$ cat src/rtl/branch_target_buffer_sa.sv
// Purpose : set-associative BTB with 2-bit direction counters and tree pseudo-LRU replacement.
// Latency : 1 cycle, fetch key sampled at edge E, registered result valid after E.
// Backpressure: none; fetch_en=0 holds outputs, the update port is always accepted.
//
// Ports:
//   clk, rst         clock and synchronous active-low reset
//   fetch_en/PC      lookup request and key
//   load, new_*      resolved-branch update (allocate / retarget / train counter)
//   flush            one-cycle invalidate of every entry
//   hit, target, btype, pred_taken   registered lookup result (zeros on miss)
module branch_target_buffer_sa #(
  parameter int KEY_W   = 29,
  parameter int TGT_W   = 30,
  parameter int BTYPE_W = 2,
  parameter int SETS    = 8,
  parameter int WAYS    = 4
) (
  input  logic               clk,
  input  logic               rst,
  input  logic               fetch_en,
  input  logic [KEY_W-1:0]   fetch_PC,
  input  logic               load,
  input  logic [KEY_W-1:0]   new_PC,
  input  logic [TGT_W-1:0]   new_target,
  input  logic [BTYPE_W-1:0] new_btype,
  input  logic               new_taken,
  input  logic               flush,
  output logic               hit,
  output logic [TGT_W-1:0]   target,
  output logic [BTYPE_W-1:0] btype,
  output logic               pred_taken
);

  localparam int SET_W = $clog2(SETS);
  localparam int WAY_W = $clog2(WAYS);
  localparam int TAG_W = KEY_W - SET_W;
  localparam int NODES = WAYS - 1;

  typedef struct packed {
    logic [TAG_W-1:0]   tag;
    logic [TGT_W-1:0]   tgt;
    logic [BTYPE_W-1:0] btype;
    logic [1:0]         ctr;
  } entry_t;

  typedef logic [NODES-1:0] plru_t;

  // Storage. Entry payloads are never reset; valid bits gate every use.
  entry_t          ent_q   [SETS][WAYS];
  logic [WAYS-1:0] valid_q [SETS];
  plru_t           plru_q  [SETS];

  logic               hit_q;
  logic [TGT_W-1:0]   target_q;
  logic [BTYPE_W-1:0] btype_q;
  logic               pred_q;

  // PLRU tree is heap-ordered: node n has children 2n+1 (left) and 2n+2
  // (right). A node bit of 1 points right, i.e. the right subtree is the
  // less recently used one. Way index bits, MSB first, choose the path.
  function automatic plru_t plru_touch(input plru_t t, input logic [WAY_W-1:0] way);
    plru_t r;
    int    n;
    logic  d;
    r = t;
    n = 0;
    for (int l = 0; l < WAY_W; l++) begin
      d    = way[WAY_W-1-l];
      r[n] = ~d;             // point away from the touched way
      n    = 2*n + 1 + int'(d);
    end
    return r;
  endfunction

  function automatic logic [WAY_W-1:0] plru_victim(input plru_t t);
    logic [WAY_W-1:0] r;
    int               n;
    logic             d;
    r = '0;
    n = 0;
    for (int l = 0; l < WAY_W; l++) begin
      d              = t[n];
      r[WAY_W-1-l]   = d;
      if (l < WAY_W-1) n = 2*n + 1 + int'(d);
    end
    return r;
  endfunction

  // ---------------------------------------------------------------- lookup
  logic [SET_W-1:0] f_set;
  logic [TAG_W-1:0] f_tag;
  logic             f_hit;
  logic [WAY_W-1:0] f_way;

  assign f_set = fetch_PC[SET_W-1:0];
  assign f_tag = fetch_PC[KEY_W-1:SET_W];

  always_comb begin
    f_hit = 1'b0;
    f_way = '0;
    for (int w = 0; w < WAYS; w++) begin
      if (valid_q[f_set][w] && ent_q[f_set][w].tag == f_tag) begin
        f_hit = 1'b1;
        f_way = w[WAY_W-1:0];
      end
    end
  end

  // ---------------------------------------------------------------- update
  logic [SET_W-1:0] u_set;
  logic [TAG_W-1:0] u_tag;
  logic             u_hit;
  logic [WAY_W-1:0] u_way;
  logic             free_vld;
  logic [WAY_W-1:0] free_way;
  logic [WAY_W-1:0] victim_way;
  logic [WAY_W-1:0] w_way;
  logic             wr_en;
  logic             upd;
  logic             alloc;
  logic             w_touch;
  logic             lk_touch;
  logic [1:0]       ctr_cur;
  logic [1:0]       ctr_nxt;
  entry_t           wr_ent;
  plru_t            plru_w_base;

  assign u_set = new_PC[SET_W-1:0];
  assign u_tag = new_PC[KEY_W-1:SET_W];

  always_comb begin
    u_hit    = 1'b0;
    u_way    = '0;
    free_vld = 1'b0;
    free_way = '0;
    for (int w = 0; w < WAYS; w++) begin
      if (valid_q[u_set][w] && ent_q[u_set][w].tag == u_tag) begin
        u_hit = 1'b1;
        u_way = w[WAY_W-1:0];
      end
    end
    // Scan downward so the last assignment leaves the lowest invalid way.
    for (int w = WAYS-1; w >= 0; w--) begin
      if (!valid_q[u_set][w]) begin
        free_vld = 1'b1;
        free_way = w[WAY_W-1:0];
      end
    end
  end

  // Victim choice uses the PLRU state from before this edge's touches.
  assign victim_way = plru_victim(plru_q[u_set]);

  assign wr_en    = load & ~flush;
  assign upd      = wr_en & u_hit;
  assign alloc    = wr_en & new_taken & ~u_hit;
  assign w_touch  = upd | alloc;
  assign lk_touch = fetch_en & f_hit;
  assign w_way    = u_hit ? u_way : (free_vld ? free_way : victim_way);

  assign ctr_cur = ent_q[u_set][u_way].ctr;

  always_comb begin
    if (new_taken) begin
      ctr_nxt = (ctr_cur == 2'd3) ? 2'd3 : ctr_cur + 2'd1;
    end else begin
      ctr_nxt = (ctr_cur == 2'd0) ? 2'd0 : ctr_cur - 2'd1;
    end
  end

  always_comb begin
    wr_ent = ent_q[u_set][u_way];
    if (alloc) begin
      wr_ent.tag   = u_tag;
      wr_ent.tgt   = new_target;
      wr_ent.btype = new_btype;
      wr_ent.ctr   = 2'd2;
    end else begin
      wr_ent.ctr = ctr_nxt;
      if (new_taken) begin
        wr_ent.tgt   = new_target;
        wr_ent.btype = new_btype;
      end
    end
  end

  // When the lookup and the write touch the same set, the write touch is
  // applied on top of the lookup touch so the write's path wins.
  assign plru_w_base = (lk_touch && f_set == u_set) ? plru_touch(plru_q[u_set], f_way)
                                                    : plru_q[u_set];

  // ---------------------------------------------------------------- state
  always_ff @(posedge clk) begin
    if (!rst) begin
      for (int s = 0; s < SETS; s++) begin
        valid_q[s] <= '0;
        plru_q[s]  <= '0;
      end
      hit_q    <= 1'b0;
      target_q <= '0;
      btype_q  <= '0;
      pred_q   <= 1'b0;
    end else begin
      // Lookup reads pre-edge contents, so it naturally sees no bypass.
      if (fetch_en) begin
        hit_q    <= f_hit;
        target_q <= f_hit ? ent_q[f_set][f_way].tgt   : '0;
        btype_q  <= f_hit ? ent_q[f_set][f_way].btype : '0;
        pred_q   <= f_hit & ent_q[f_set][f_way].ctr[1];
      end
      if (flush) begin
        for (int s = 0; s < SETS; s++) begin
          valid_q[s] <= '0;
          plru_q[s]  <= '0;
        end
      end else begin
        if (lk_touch) plru_q[f_set] <= plru_touch(plru_q[f_set], f_way);
        if (w_touch)  plru_q[u_set] <= plru_touch(plru_w_base, w_way);
        if (alloc)    valid_q[u_set][w_way] <= 1'b1;
      end
    end
  end

  // Payload writes are suppressed during reset; flush already blocks them via wr_en.
  always_ff @(posedge clk) begin
    if (rst && w_touch) begin
      ent_q[u_set][w_way] <= wr_ent;
    end
  end

  assign hit        = hit_q;
  assign target     = target_q;
  assign btype      = btype_q;
  assign pred_taken = pred_q;

endmodule

$ cat config.mk
export PLATFORM = sky130hd
export DESIGN_NAME = branch_target_buffer_sa
export DESIGN_NICKNAME = d
export VERILOG_FILES = /design/src/rtl/branch_target_buffer_sa.sv
export SDC_FILE = /design/constraint.sdc
export NUM_CORES = 2
export LEC_CHECK = 0
export CORE_MARGIN = 3
export CORE_UTILIZATION = 30
export CTS_BUF_LIST = sky130_fd_sc_hd__clkbuf_8 sky130_fd_sc_hd__clkbuf_16
export CTS_CLUSTER_SIZE = 24
export DETAILED_ROUTE_END_ITERATION = 10
export PLACE_DENSITY = 0.48
export SLEW_MARGIN = 20
export SYNTH_ARGS = -nofsm -noshare
export SYNTH_HDL_FRONTEND = slang
export SYNTH_SLANG_ARGS = --single-unit
$ cat constraint.sdc
create_clock -name clk -period 9.4 [get_ports clk]
set_input_delay 0.94 -clock clk [delete_from_list [all_inputs] [get_ports clk]]
set_output_delay 0.94 -clock clk [all_outputs]
set_load 0.05 [all_outputs]
Yosys cells after proc, flatten, opt, wreduce, memory -nomap -nowiden
Memories as Yosys holds them, arrays and structs flattened.
Index checks and enable logic that the tools add are counted.
W data, S select, Z words.
{ "totals": {"mem_bits_rw": 1976, "word_cells": 179, "reg_bits": 34, "input_bits": 96, "n_memories": 3} }
{ "classes": {"magnitude_cmp": 11, "reduce_logical": 18, "n_eq_ne": 10, "addsub": 5, "mux": 96, "bitwise_logic": 32} }
{ "mem_list": {"columns": ["memory", "words", "width", "rd", "rd_ports_with_merged_regs", "wr", "line_no", "text"], "rows": [
  ["ent_q", 8, 240, 2, 0, 1, "49", "entry_t ent_q [SETS][WAYS];"],
  ["valid_q", 8, 4, 2, 0, 8, "50", "logic [WAYS-1:0] valid_q [SETS];"],
  ["plru_q", 8, 3, 2, 0, 8, "51", "plru_t plru_q [SETS];"]
]} }
{ "ops": {"columns": ["cell", "count"], "rows": [
  ["$bmux W60 S2", 2],
  ["$mux W240", 1],
  ["$eq A26 B26 Y1", 8],
  ["$mux W60", 3],
  ["$demux W60 S2", 1],
  ["$mux W34", 3],
  ["$mux W4", 11],
  ["$mux W3", 14],
  ["$mux W1", 37],
  ["$mux W32", 1],
  ["$mux W30", 1],
  ["$mux W2", 14],
  ["$mux W26", 1],
  ["$or A1 B1 Y1", 17],
  ["$logic_and A1 B1 Y1", 14],
  ["$lt A2 B3 Y1 const B", 4],
  ["$bwmux W3", 3],
  ["$ge A3 B3 Y1 const B", 3],
  ["$not A2 Y3", 3],
  ["$add A1 B1 Y2 const A", 3],
  ["$and A1 B1 Y1", 6],
  ["$demux W1 S2", 3],
  ["$ge A2 B1 Y1 const B", 3],
  ["$not A1 Y1", 6],
  ["other kinds (9)", 10]
]} }

Longest topological paths before layout
An unclocked memory read counts as a cell.
{ "logic_depth": {"depth_word": 16, "depth_mapped": 21} }

Worst setup path after synthesis
Ideal clock, no wire load.
{ "synth_timing": {"path_kind": "input to register", "from": "input new_PC[0]", "to": "memory ent_q[5][120] (netlist bit) (enable)", "stages": 17, "path_slack_ps": 2005, "arrival_time_ps": 6917, "required_time_ps": 8922, "path_cell_list": "buf_2 buf_6 buf_6 buf_4 buf_6 buf_4 buf_4 mux2i_1 o22ai_1 or3_1 a2111oi_0 nand4_1 or4_1 buf_2 nand4_4 o211ai_1 nor2_1"} }
{ "synth_via": {"elab_chain_cells": 14} }
{ "synth_rtl": {"columns": ["item", "line_no", "text"], "rows": [
  ["start, declared", "23", "input logic [KEY_W-1:0] new_PC,"],
  ["$mem_v2 Z8 W240", null, null],
  ["$eq A26 B26 Y1", "137", "if (valid_q[u_set][w] && ent_q[u_set][w].tag == u_tag) begin"],
  ["$logic_and A1 B1 Y1", "137", null],
  ["$mux W1 (4 in series)", "137", null],
  ["$mux W2", "159", "assign w_way = u_hit ? u_way : (free_vld ? free_way : victim_way);"],
  ["$not A2 Y3 (not written as such)", "227", "ent_q[u_set][w_way] <= wr_ent;"],
  ["$ge A3 B3 Y1 (not written as such) / $lt A3 B1 Y1 (equally long branches)", "227", null],
  ["$logic_and A1 B1 Y1 (not written as such)", "227", null],
  ["$mux W60 (not written as such)", "227", null],
  ["$demux W60 S2", "227", null],
  ["$mux W240 (not written as such)", "227", null],
  ["end, declared", "49", null]
]} }
Several ways; a longest one is shown, not always the timed one. The select of a mux whose other input is x is not followed.

Worst setup path in the final report
{ "layout_timing": {"from": "input new_PC[2]", "to": "memory ent_q[2][235] (netlist bit) (enable)"} }
Same word-level chain as after synthesis.

==> flow_summary.ini <==
[outcome]
outcome = finished clean

[power_and_ir_drop]
sequential_power_share_pct = 48.3
vdd_ir_drop_max_mv = 0.165
power_leakage_nw = 34.7
net-switching-power_mw = 5.18
clockPowerShare_pct = 41.8
part_of_the_total_power_dissipated_in_combinational_logic_pct = 9.9
power-per-cell-area_nw_per_um2 = 189
switching_portion_of_total_power_pct = 25.1
internal_power_contribution_mw = 15.4

[global_route]
grt_max_degree = 92
grt_busiest_layer = met2
grt_first_pass_wirelength_um = 597000
use_met1_pct = 36.1
gr-usage-met2_pct = 40.5
groute.usage.overall_pct = 26.7
grt_util_met3_pct = 6.19
grt-ovfl-total = 0
first_global_vias = 67118
antenna_violations_before_repair = 23

[detailed_routing]
dr.pass1.iters = 7
number_of_nets_still_failing_antenna_checks_after_routing = 0
wire_per_inst_um = 41.2
post_drt_via_cell_ratio = 6.43
remaining_drc_errors = 0
detailedRoute.firstIterationViolations = 11493
total_via_count_after_detailed_routing = 69820
wl_um = 448000

[clock_tree]
holdBufCountCts = 0
worstSkewPairLatency_ns = 0.92
post_cts_buffers = 0
clockRootBuffer = clkbuf_16
clk_path_buf_depth = 4
clkTransAtPathRegs_ns = 0.06
tritoncts = built
htree_levels = 4
cts_resized = 0
cts_sinks = 2010
cts_made_buffers = 224

[setup_path]
worstRegToRegCells = 11
end_kind = flip-flop
timing_endpoint_of_the_critical_path = ent_q[2][235]$_DFFE_PP_
setup.worst_path.start_class = input port
r2r_end = ent_q[2][235]$_DFFE_PP_
arrival_time_reported_for_the_critical_path_endpoint_ns = 7.52
worst_ep_required_time_ns = 9.92
reg2reg_slack_ns = 3.33
regToRegStartpoint = ent_q[1][112]$_DFFE_PP_
cp_max_fo = 86
setup.worst_path.class = in2reg
setup.worst_path.start = new_PC[2]

[timing]
max_freq_mhz = 143
worst_clock_skew_ns = 0.0739
hold_viol = 0
layout_worst_path_cycle_share_pct = 74.5
slew_viol_final = 0
tightestPinTransition_ns = 1.23
finalCriticalPeriod_ns = 7.00
worst_hold_slack_ns = 0.483
totalNegativeSetupSlack_ns = 0
report.final.setup_viol = 0
timing.slew.headroom_pct = 18.2
grt_setup_unrepaired = no

[synth]
ys_seq_area_share_pct = 62.9
synth.top_cells.by_area = edfxtp_1, mux4_2, mux2i_1
synth-seq-cells = 2010
synth.cell_area_um2 = 94900
synth_ff_type = edfxtp_1
mappedNetlistNets = 6535
cell_variety_after_synth = 91
synth.top_cells.by_count = edfxtp_1, o22ai_1, mux2i_1, mux4_2, clkbuf_1
asyncSetResetFlopFracSynth_pct = 0
yosys_warnings = 0
syn-instance-count = 6439
yosys.cell_count.top_type = edfxtp_1
synth_top_area_cell = edfxtp_1
synth_edf_count = 1944
yosysTopAreaCellShare_pct = 61.5
syn-mean-instance-area_um2 = 14.7

[floorplan]
floorplan.die_area_um2 = 323000
ios = 130
die_width_um = 568
floorplan.die.height_um = 568
std_cell_rows = 205
core_area_um2 = 313000
start_util_pct = 30.3

[job]
cap_viol_max_count = 0

[worst_hold_path]
timing.hold.worst.class = reg2reg
worstHoldPathCells = 2

[cells_and_area]
area_growth_syn_to_layout_pct = 15.3
layout.nets = 6626
layout-drive-gt1-share_pct = 19.1
count_of_filler_cells_inserted_in_the_layout = 29872

[placed_design]
detailed_place_hpwl_um = 264000
port-buffer-count = 129
gp_congestion = 1.01
[worst min path at each step]
stage / startpoint / end / slack (ns)
2_1_floorplan: valid_q[6][0]$_DFF_P_ / valid_q[6][0]$_DFF_P_ / 0.44
3_3_place_gp: valid_q[2][0]$_DFF_P_ / valid_q[2][0]$_DFF_P_ / 0.46
3_5_place_dp: valid_q[1][0]$_DFF_P_ / valid_q[1][0]$_DFF_P_ / 0.47
4_1_cts: valid_q[1][1]$_DFF_P_ / valid_q[1][1]$_DFF_P_ / 0.48
5_1_grt: valid_q[1][1]$_DFF_P_ / valid_q[1][1]$_DFF_P_ / 0.52
6_report: valid_q[1][1]$_DFF_P_ / valid_q[1][1]$_DFF_P_ / 0.48
[worst max-delay path, stage by stage]
cell and delay, ns:
buf_8 0.53, buf_12 0.49, mux2_2 0.40, o22ai_1 0.27, nor3_1 0.10, nor4b_1 0.92, nand4b_1 0.49, or4_1 1.00
nand4_4 0.32, o211ai_1 0.11, buf_4 0.26, nor2_4 0.83, buf_12 0.53
[cell usage in the layout, fill, tap and decap left out, drive strengths merged, types with 65 or more instances in the layout]
master            n
a21oi           143
a221oi          166
a22o            116
a22oi           210
and2             75
buf             284
clkbuf          244
clkdlybuf4s50   120
clkinv           90
dfxtp            66
edfxtp         1944
inv             114
mux2            187
mux2i           384
mux4            344
nand2           252
nand3            65
nor2            242
o21ai           214
o221ai           95
o22ai           411
xnor2           124
[routing by layer]
| metal | wire length [um] | part of all wire [%] | vias up |
|---|---|---|---|
| met5 | 73 | 0.016 | - |
| met4 | 25600 | 5.7 | 10 |
| met3 | 50500 | 11 | 1177 |
| met2 | 195000 | 44 | 5437 |
| met1 | 176000 | 39 | 36468 |
| li1 | - | - | 26728 |
[power by group through the flow]
stage / sequential (mW) / combinational, mW / clock (mW)
after CTS: 9.97 / 1.98 / 8.70
after global routing: 9.96 / 2.09 / 9.05
after floorplan: 10.2 / 1.08 / 0
after global placement: 10.2 / 1.97 / 0
after detailed placement: 10.2 / 1.98 / 0
final: 9.97 / 2.04 / 8.62
[per-stage QoR]
stage          setup slack (ns)  instance area [um2]  utilization [%]  total power [mW]  instances
5_1_grt                    2.48               109000             34.9              21.1      10846
4_1_cts                    2.57               109000             34.9              20.7      10842
3_5_place_dp               1.66               102000             32.6              12.1      10442
3_3_place_gp               1.67               102000             32.6              12.1      10442
2_1_floorplan              2.01                94900                -              11.2       6439
6_report                   2.40               109000             34.9              20.6      10853
[kinds of logic (layout without fill, tap and decap cells)]
group	count (synthesis)	after routing	share of synthesized area, %
AOI/OAI and AO/OA	1635	1635	12.1
xor gates and xnor gates	171	171	1.58
buffers and inverters	605	870	2.77
DFF	2010	2010	62.9
muxes	915	915	14.4
other	0	9	0
and+or+nand+nor	1103	1103	6.16
[sequential cells by signal (all words and copies together), names as in the netlist]
register    count
plru_q         24
target         30
valid_q        32
btype           2
hit             1
pred_taken      1
ent_q        1920
[cell type report]
type                       instances  area [um2]  area share [%]
tap                             4140        5180            4.74
clock buffer                     243        5960            5.45
timing repair buffer             405        3930            3.59
sequential                      2010       59700            54.6
antenna                            9        22.5          0.0206
clock inverter                   157        1090            1.00
multi-input combinational       3824       33200            30.4
inverter                          65         258           0.236
Note: power is estimated with default switching activity, not from simulation.
